### src/rtl/sprite_blitter.sv
// sprite_blitter: copies a square sprite from a synchronous ROM into the frame buffer write port,
// skipping transparent pixels and clipping off-screen ones; define SPRITE_BLITTER_FLIP_EN for horizontal mirroring.
module sprite_blitter #(
  parameter int ADDR_WIDTH  = 10,
  parameter int DATA_WIDTH  = 8,
  parameter int FB_W_LOG2   = 5,
  parameter int SPR_LOG2    = 2,
  parameter int ID_WIDTH    = 3,
  parameter int TRANSPARENT = 0
) (
  input  logic                                clk,
  input  logic                                reset,
  input  logic                                start,
  input  logic [FB_W_LOG2-1:0]                pos_x,
  input  logic [ADDR_WIDTH-FB_W_LOG2-1:0]     pos_y,
  input  logic [ID_WIDTH-1:0]                 spr_id,
  input  logic                                flip_x,
  output logic                                ready,
  output logic                                done,
  output logic [ID_WIDTH+2*SPR_LOG2-1:0]      spr_addr,
  input  logic [DATA_WIDTH-1:0]               spr_data,
  output logic                                we,
  output logic [ADDR_WIDTH-1:0]               addr_w,
  output logic [DATA_WIDTH-1:0]               din
);
  localparam int H  = ADDR_WIDTH - FB_W_LOG2;
  localparam int K  = 2 * SPR_LOG2;
  localparam int SA = ID_WIDTH + K;
  typedef enum logic [1:0] {IDLE, RUN, DRAIN} state_t;
  state_t                 r_state, w_next;
  logic [FB_W_LOG2-1:0]   r_px;
  logic [H-1:0]           r_py;
  logic [ID_WIDTH-1:0]    r_id;
  logic [K-1:0]           r_k;
  logic                   r_dc;
  logic [SA-1:0]          r_spr_hold;
  logic                   r_v1;
  logic [FB_W_LOG2:0]     r_sx1;
  logic [H:0]             r_sy1;
  logic                   r_we;
  logic [ADDR_WIDTH-1:0]  r_addr_w;
  logic [DATA_WIDTH-1:0]  r_din;
  logic [SPR_LOG2-1:0]    w_dx, w_dy, w_dx_eff;
  logic [SA-1:0]          w_spr_addr;
  logic                   w_accept;
  assign w_accept   = r_state == IDLE && start;
  assign w_dx       = r_k[SPR_LOG2-1:0];
  assign w_dy       = r_k[K-1:SPR_LOG2];
`ifdef SPRITE_BLITTER_FLIP_EN
  logic r_flip;
  always_ff @(posedge clk)
    if (reset) r_flip <= 1'b0;
    else if (w_accept) r_flip <= flip_x;
  assign w_dx_eff = r_flip ? ~w_dx : w_dx;
`else
  logic w_unused_flip;
  assign w_unused_flip = flip_x;
  assign w_dx_eff      = w_dx;
`endif
  assign w_spr_addr = {r_id, w_dy, w_dx_eff};
  assign spr_addr   = r_state == RUN ? w_spr_addr : r_spr_hold;
  assign ready      = r_state == IDLE;
  assign done       = r_state == DRAIN && r_dc;
  assign we         = r_we;
  assign addr_w     = r_addr_w;
  assign din        = r_din;
  always_comb begin
    w_next = r_state;
    w_next = r_state == IDLE ? (start ? RUN : IDLE)
           : r_state == RUN  ? (&r_k ? DRAIN : RUN)
           : (r_dc ? IDLE : DRAIN);
  end
  always_ff @(posedge clk) begin
    if (reset) begin
      r_state    <= IDLE;
      r_px       <= '0;
      r_py       <= '0;
      r_id       <= '0;
      r_k        <= '0;
      r_dc       <= 1'b0;
      r_spr_hold <= '0;
      r_v1       <= 1'b0;
      r_sx1      <= '0;
      r_sy1      <= '0;
      r_we       <= 1'b0;
      r_addr_w   <= '0;
      r_din      <= '0;
    end else begin
      r_state <= w_next;
      if (w_accept) begin
        r_px <= pos_x;
        r_py <= pos_y;
        r_id <= spr_id;
        r_k  <= '0;
      end
      if (r_state == RUN) begin
        r_k        <= r_k + 1'b1;
        r_spr_hold <= w_spr_addr;
      end
      r_dc  <= r_state == DRAIN && !r_dc;
      r_v1  <= r_state == RUN;
      // one extra bit so clipped pixels are detected instead of wrapping to column/row 0
      r_sx1 <= {1'b0, r_px} + (FB_W_LOG2+1)'(w_dx);
      r_sy1 <= {1'b0, r_py} + (H+1)'(w_dy);
      r_we  <= r_v1 && spr_data != DATA_WIDTH'(TRANSPARENT) && !r_sx1[FB_W_LOG2] && !r_sy1[H];
      if (r_v1) begin
        r_addr_w <= {r_sy1[H-1:0], r_sx1[FB_W_LOG2-1:0]};
        r_din    <= spr_data;
      end
    end
  end
endmodule

### config.mk
export PLATFORM = sky130hd
export DESIGN_NAME = sprite_blitter
export DESIGN_NICKNAME = d
export VERILOG_FILES = /design/src/rtl/sprite_blitter.sv
export SDC_FILE = /design/constraint.sdc
export NUM_CORES = 1
export LEC_CHECK = 0
export CORE_ASPECT_RATIO = 1.75
export CORE_MARGIN = 2
export CORE_UTILIZATION = 53
export DETAILED_ROUTE_END_ITERATION = 10
export HOLD_SLACK_MARGIN = 0.02
export PLACE_DENSITY = 0.91
export SYNTH_ARGS = -nofsm -noshare
export SYNTH_HDL_FRONTEND = slang
export SYNTH_SLANG_ARGS = --single-unit
### constraint.sdc
create_clock -name clk -period 4.5 [get_ports clk]
set_input_delay 0.45 -clock clk [delete_from_list [all_inputs] [get_ports clk]]
set_output_delay 0.45 -clock clk [all_outputs]
set_load 0.03 [all_outputs]
Word level (Yosys, flattened, before mapping)
Cells that the tools add are included.
- register bits after elaboration: 59
- bits of input ports: 25
- output and inout bits: 28
- word-level logic and storage cells: 39
- add/subtract/negate cells: 3
- eq/ne operators: 2
- multiplexer cells: 8
- reductions and logical operators: 13
- operator list (operator ; number):
    $add A5 B2 Y6 ; 2
    $mux W2 ; 4
    $mux W4 ; 2
    $reduce_bool A8 Y1 ; 1
    $mux W7 ; 1
    $logic_and A1 B1 Y1 ; 6
    $add A4 B1 Y4 const B ; 1
    $reduce_and A4 Y1 ; 1
    $logic_not A1 Y1 ; 3
    $eq A2 B1 Y1 const B ; 1
    $eq A2 B2 Y1 const B ; 1
    $logic_not A2 Y1 ; 1
    $reduce_bool A2 Y1 ; 1
    $mux W1 ; 1

Logic depth before layout (Yosys ltp)
Gate-level depths: netlist of run 1.
- depth after elaboration: 4
- mapped depth: 6
- mapped depth without buffers: 5

Worst setup path after synthesis of run 1
OpenSTA, ideal clock, no wires.
- path type: register to output
- from: register r_state[1]
- to: output done
- data arrival time: 1218 ps
- data required time: 4050 ps
- slack: 2832 ps
- stages on the path, launching flop included: 3
- cell sequence: dfxtp_1 inv_1 nor3b_1
- cells in the longest elaborated chain, start to end: 2
- RTL lines (element ; RTL line ; text):
    start, declared ; 30 ; state_t r_state, w_next;
    start signal, assigned ; 89 ; r_state <= w_next;
    $eq A2 B2 Y1 ; 63 ; assign done = r_state == DRAIN && r_dc;
    $logic_and A1 B1 Y1 ; 63 ;
    end, declared ; 19 ; output logic done,
Every way passes these cells.

Final worst setup path of run 1
- from: register r_state[0]
- to: output spr_addr[4]
- cells in the longest elaborated chain, start to end: 2
- RTL lines (element ; RTL line ; text):
    $eq A2 B1 Y1 ; 61 ; assign spr_addr = r_state == RUN ? w_spr_addr : r_spr_hold;
    $mux W7 ; -- ;
    end, declared ; 20 ; output logic [ID_WIDTH+2*SPR_LOG2-1:0] spr_addr,
Every way passes these cells.

==> results of run 1 <==
[report_power, final]
part           switching [uW]  total (uW)  internal, uW  leakage (uW)
combinational            51.5         105          53.0      0.000539
clock                     185         425           240     0.0000953
sequential               17.5         559           541      0.000480
[worst register-to-register path: stages (launching register included)]
cell and delay, ns:
dfxtp_1 1.01, or4b_1 0.51, a21oi_1 0.11
[layout make-up]
| class | instances | area share [%] |
|---|---|---|
| timing repair buffer | 51 | 17.19 |
| clock inverter | 2 | 0.3404 |
| inverter | 1 | 0.1277 |
| sequential | 59 | 40.17 |
| multi-input combinational | 154 | 34.34 |
| tap | 49 | 2.085 |
| clock buffer | 13 | 5.745 |
[cell usage in the layout (no fill, tap or decap), types with 3 or more instances in the layout]
cell type	n
dfxtp_1	59
clkdlybuf4s50_1	50
nand2_1	28
nor2_1	27
mux2i_1	19
a21oi_1	18
nor2b_1	17
clkbuf_8	12
mux2_2	7
nand3_1	6
ha_1	5
nor4_1	3
[cell families after synthesis]
kind of cell,share of synthesized area [%]
compound gates,5.724
xor+xnor,1.541
fa+ha+maj,4.513
buf+inv,3.632
flops,51.95
mux,11.83
simple gates,20.80
[sequential cells by signal, summed over array words and instances, names as in the netlist]
register	cells
addr_w	10
din	8
r_dc	1
r_id	3
r_k	4
r_px	5
r_py	5
r_spr_hold	7
r_state	2
r_sx1	6
r_sy1	6
r_v1	1
we	1
[metrics by stage]
| step | cells | util (%) | power [uW] |
|---|---|---|---|
| after global routing | 329 | 71.52 | 1132 |
| after global placement | 314 | 67.16 | 670.5 |
| after CTS | 329 | 71.52 | 1100 |
| after floorplan | 227 | - | 633.4 |
| after detailed placement | 314 | 67.16 | 673.6 |
| final | 329 | 71.52 | 1088 |
[metal layers]
| metal | global-route usage (%) | part of all wire (%) | wire length, um | vias up |
|---|---|---|---|---|
| met2 | 33.74 | 54 | 2341 | 45 |
| li1 | - | - | - | 858 |
| met4 | 11.32 | 2.6 | 115 | 0 |
| met1 | 22.33 | 40 | 1733 | 822 |
| met5 | 0 | 0 | 0 | - |
| met3 | 6.291 | 3.8 | 166 | 11 |
[worst max-delay path by stage]
stage | start | end | slack [ns] | cells after the start
detailed placement | r_state[0]$_SDFF_PP0_ | spr_addr[1] | 2.41 | 3
finish | r_state[0]$_SDFF_PP0_ | spr_addr[4] | 2.05 | 3
global placement | r_state[0]$_SDFF_PP0_ | spr_addr[1] | 2.43 | 3
global route | r_state[0]$_SDFF_PP0_ | spr_addr[0] | 1.96 | 3
floorplan | r_state[1]$_SDFF_PP0_ | done | 2.83 | 2
CTS | r_state[0]$_SDFF_PP0_ | spr_addr[1] | 2.04 | 3
==> flow_summary.json, run 1 <==
{
  "arrival_ns": 2.00,
  "grtUsageTotal_pct": 20.53,
  "die_width_um": 53.51,
  "avgSynthCellArea_um2": 10.02,
  "grt_pass1_vias": 1653,
  "pre_cts_ws_ns": 2.413,
  "yosysMostFrequentCell": "dfxtp_1",
  "worstHoldEndpoint": "r_id[1]$_SDFFE_PP0P_",
  "min_path_cells": 2,
  "dp.final_hpwl_um": 2845,
  "cp_max_fo": 11,
  "ios": 53,
  "slew_headroom_pct": 30.05,
  "timing.final.ws_setup_ns": 2.050,
  "start_kind": "flip-flop",
  "postCtsSetupRepairBufs": 0,
  "clkTransAtPathRegs_ns": 0.06,
  "h-tree-depth": 3,
  "gp_congestion": 0.7851,
  "dr.pass1.iters": 4,
  "ant_nets": 0,
  "cellPowerDensity_nw_per_um2": 370.1,
  "fin_nets": 308,
  "drt_iter0_drc": 32,
  "end_kind": "output port",
  "synth_edf_count": 0,
  "vias": 1736,
  "maxCapViolations": 0,
  "grt_max_degree": 60,
  "holdCritStartpoint": "r_id[1]$_SDFFE_PP0P_",
  "critPathKind": "flip-flop to output port",
  "routed_wl_um": 4357,
  "fin_skew_ns": 0.007076,
  "seq_area_frac_synth_pct": 51.95,
  "hold_viol_final": 0,
  "cts_resized": 0,
  "overflow": 0,
  "leakagePower_uw": 0.001115,
  "multi_input_area_um2": 1010,
  "cts_root_buf": "clkbuf_8",
  "regArea_um2": 1181,
  "slowest_stage": "clkdlybuf4s50_1",
  "regToRegSetupSlack_ns": 2.81,
  "max_stage_delay_ns": 0.67,
  "finalSetupTns_ns": 0,
  "timing.final.crit_period_ns": 2.450,
  "hold_buffers": 0,
  "required_ns": 4.05,
  "outcome": "complete, no violations",
  "synth_cell_types": 33,
  "max_freq_mhz": 408.2,
  "whs_ns": 0.4590,
  "antenna_found_initial": 0,
  "timing.rr.end": "we$_SDFF_PP0_",
  "reg2reg_depth": 2,
  "hold_path.class": "flip-flop to flip-flop",
  "synth_largest_area_cell": "dfxtp_1",
  "die_area_um2": 4850,
  "via_per_inst": 5.277,
  "clk_path_buf_depth": 2,
  "syn-cell-area_um2": 2273,
  "clock_latency_ns": 0.33,
  "report.final.slew_viol_count": 0,
  "final_area_um2": 2940,
  "tightest_slew_ns": 1.048,
  "routedWlPerCell_um": 13.24,
  "synthTopCellsByArea": "dfxtp_1, mux2i_1, nor2b_1, nand2_1, nor2_1",
  "core.rowCount": 31,
  "ys.warnings.count": 0,
  "numPortBuffers": 51,
  "ys_ff_latch": 59,
  "setup_viol": 0,
  "diodes": 0,
  "cts_tree": "done",
  "r2r-start": "r_v1$_SDFF_PP0_",
  "die_h_um": 90.64,
  "core-area_um2": 4111,
  "clock_sinks": 59,
  "fill_cells": 318,
  "synthToLayoutAreaGrowth_pct": 29.33,
  "grt_pass1_wl_um": 7258,
  "syn-num-nets": 259,
  "cp_top_family": "buffers and inverters",
  "start_util_pct": 55.30,
  "rsz0062_at_grt": "false",
  "crit_chain": "nand2b_4 > mux2_2 > clkdlybuf4s50_1",
  "cp.buffers_inverters": 1,
  "drive_gt1_share_pct": 9.286,
  "ir_worst_vdd_uv": 318.3,
  "synthCells": 227,
  "place_area_um2": 2761,
  "yosys-top-cells-count": "dfxtp_1, nand2_1, nor2_1",
  "drc": 0,
  "yosysTopAreaCellShare_pct": 51.95,
  "postSynth.asyncResetShare_pct": 0,
  "numCtsBuffers": 9,
  "period_share_pct": 54.44,
  "ys.flop_type": "dfxtp_1"
}
No activity file was read; power rests on OpenSTA's default activity.
==> run 2, diff against run 1 <==
- CORE_UTILIZATION: 53 -> 49
- PLACE_DENSITY: 0.91 -> 0.86
- clock period: 4.5 -> 2.5 ns (I/O delays scaled with it)
==> flow_summary.json, run 2 (same netlist as run 1, synthesis figures left out) <==
{
  "outcome": "complete, no violations",
  "cts_root_buf": "clkbuf_8",
  "numCtsBuffers": 9,
  "start_util_pct": 51.15,
  "antenna_found_initial": 0,
  "tightest_slew_ns": 0.7271,
  "drive_gt1_share_pct": 10.60,
  "maxCapViolations": 0,
  "core-area_um2": 4444,
  "dr.pass1.iters": 4,
  "combinationalPowerShare_pct": 10.0,
  "synthToLayoutAreaGrowth_pct": 30.38,
  "arrival_ns": 2.02,
  "period_share_pct": 90.66,
  "p_sw_share_pct": 24.14,
  "pwr-share-seq_pct": 51.4,
  "h-tree-depth": 3,
  "setup_viol": 0,
  "ir_worst_vdd_uv": 460.4,
  "drt_iter0_drc": 37,
  "leakagePower_uw": 0.001126,
  "rsz0062_at_grt": "false",
  "die_width_um": 55.49,
  "critPathKind": "flip-flop to output port",
  "largest_reg_flops": 10,
  "diodes": 0,
  "grt_pass1_vias": 1722,
  "hold_buffers": 0,
  "cts_tree": "done",
  "clk_path_buf_depth": 2,
  "cp_max_fo": 11,
  "routedWlPerCell_um": 12.80,
  "overflow": 0,
  "layout_commonest_cell": "dfxtp_1",
  "hold_path.class": "flip-flop to flip-flop",
  "switchingPower_uw": 470.3,
  "required_ns": 2.25,
  "clock_latency_ns": 0.33,
  "clock_sinks": 59,
  "total_power_uw": 1948,
  "start_kind": "flip-flop",
  "gp_congestion": 0.7856,
  "numPortBuffers": 51,
  "end_kind": "output port",
  "fin_skew_ns": 0.006694,
  "ios": 53,
  "die_h_um": 94.11,
  "postCtsSetupRepairBufs": 0,
  "die_area_um2": 5222,
  "vias": 1728,
  "dp.final_hpwl_um": 3024,
  "p_int_uw": 1478,
  "grt_max_degree": 43,
  "slew_headroom_pct": 51.53,
  "timing.final.crit_period_ns": 2.267,
  "slowest_stage": "clkdlybuf4s50_1",
  "post-route-util_pct": 66.69,
  "pre_cts_ws_ns": 0.5914,
  "crit_chain": "nand2b_4 > mux2_2 > clkdlybuf4s50_1",
  "max_freq_mhz": 441.2,
  "drc": 0,
  "final_cell_mix": "dfxtp_1, clkdlybuf4s50_1, nand2_1",
  "timing.final.ws_setup_ns": 0.2335,
  "grtUsageTotal_pct": 18.09,
  "clkPwrFrac_pct": 38.6,
  "grt_pass1_wl_um": 7203,
  "report.final.slew_viol_count": 0,
  "max_stage_delay_ns": 0.67,
  "cts_resized": 0,
  "via_per_inst": 5.174,
  "fin_nets": 311,
  "hold_viol_final": 0,
  "finalSetupTns_ns": 0,
  "ant_nets": 0,
  "cellPowerDensity_nw_per_um2": 657.1,
  "routed_wl_um": 4274,
  "core.rowCount": 32,
  "clkTransAtPathRegs_ns": 0.06
}
## run 2: cell types whose count changed in the layout (fill, tap and decap cells not counted)
| cell | change |
|---|---|
| clkbuf_1 | -1 |
| clkbuf_8 | -1 |
| buf_4 | +3 |
| clkinvlp_4 | +1 |
| clkinv_4 | +1 |
## run 2: worst paths after layout
kind | cells past startpoint | to | slack [ns] | start
worst max-delay path | 3 | spr_addr[3] | 0.23 | r_state[0]$_SDFF_PP0_
worst min-delay path | 1 | r_dc$_SDFF_PP0_ | 0.45 | r_dc$_SDFF_PP0_
worst max register to register | 4 | r_sx1[3]$_SDFF_PP0_ | 0.94 | r_k[1]$_SDFFE_PP0P_
worst min register to register | 1 | r_dc$_SDFF_PP0_ | 0.45 | r_dc$_SDFF_PP0_
## run 2: final cells by class
type / instances / area [um2]
well taps: 51 / 63.81
fillers: 343 / 1480
flip-flops and latches: 59 / 1181
inverters: 1 / 3.754
clock buffers: 11 / 151.4
repair buffers: 54 / 528.0
multi-input cells: 154 / 1010
clock inverters: 4 / 26.28
## run 2: power by group through the flow
stage               registers (uW)  logic [uW]  clock network (uW)
floorplan                     1030         114                   0
global placement              1020         191                   0
global route                  1010         213                 816
detailed placement            1020         195                   0
CTS                           1000         197                 772
finish                        1000         195                 752
## run 2: worst max-delay path, delay by kind of cell, from the launching register on
kind / cells / cell delay [ns]
multiplexers: 1 / 0.28
AND/OR/NAND/NOR: 1 / 0.18
buffers and inverters: 1 / 0.67
flip-flops: 1 / 0.56
## run 2: layer usage
layer / GRT usage (%) / wire [um]
met5: 0 / 0
met4: 10.57 / 102
met3: 7.025 / 169
met2: 33.73 / 2378
met1: 16.01 / 1624
## run 2: per-stage QoR
step | hold WS, ns | std cells | instance area (um2)
floorplan | 0.3860 | 227 | 2273
global placement | 0.4236 | 319 | 2786
detailed placement | 0.4481 | 319 | 2786
CTS | 0.4597 | 334 | 2964
global route | 0.4738 | 334 | 2964
finish | 0.4486 | 334 | 2964
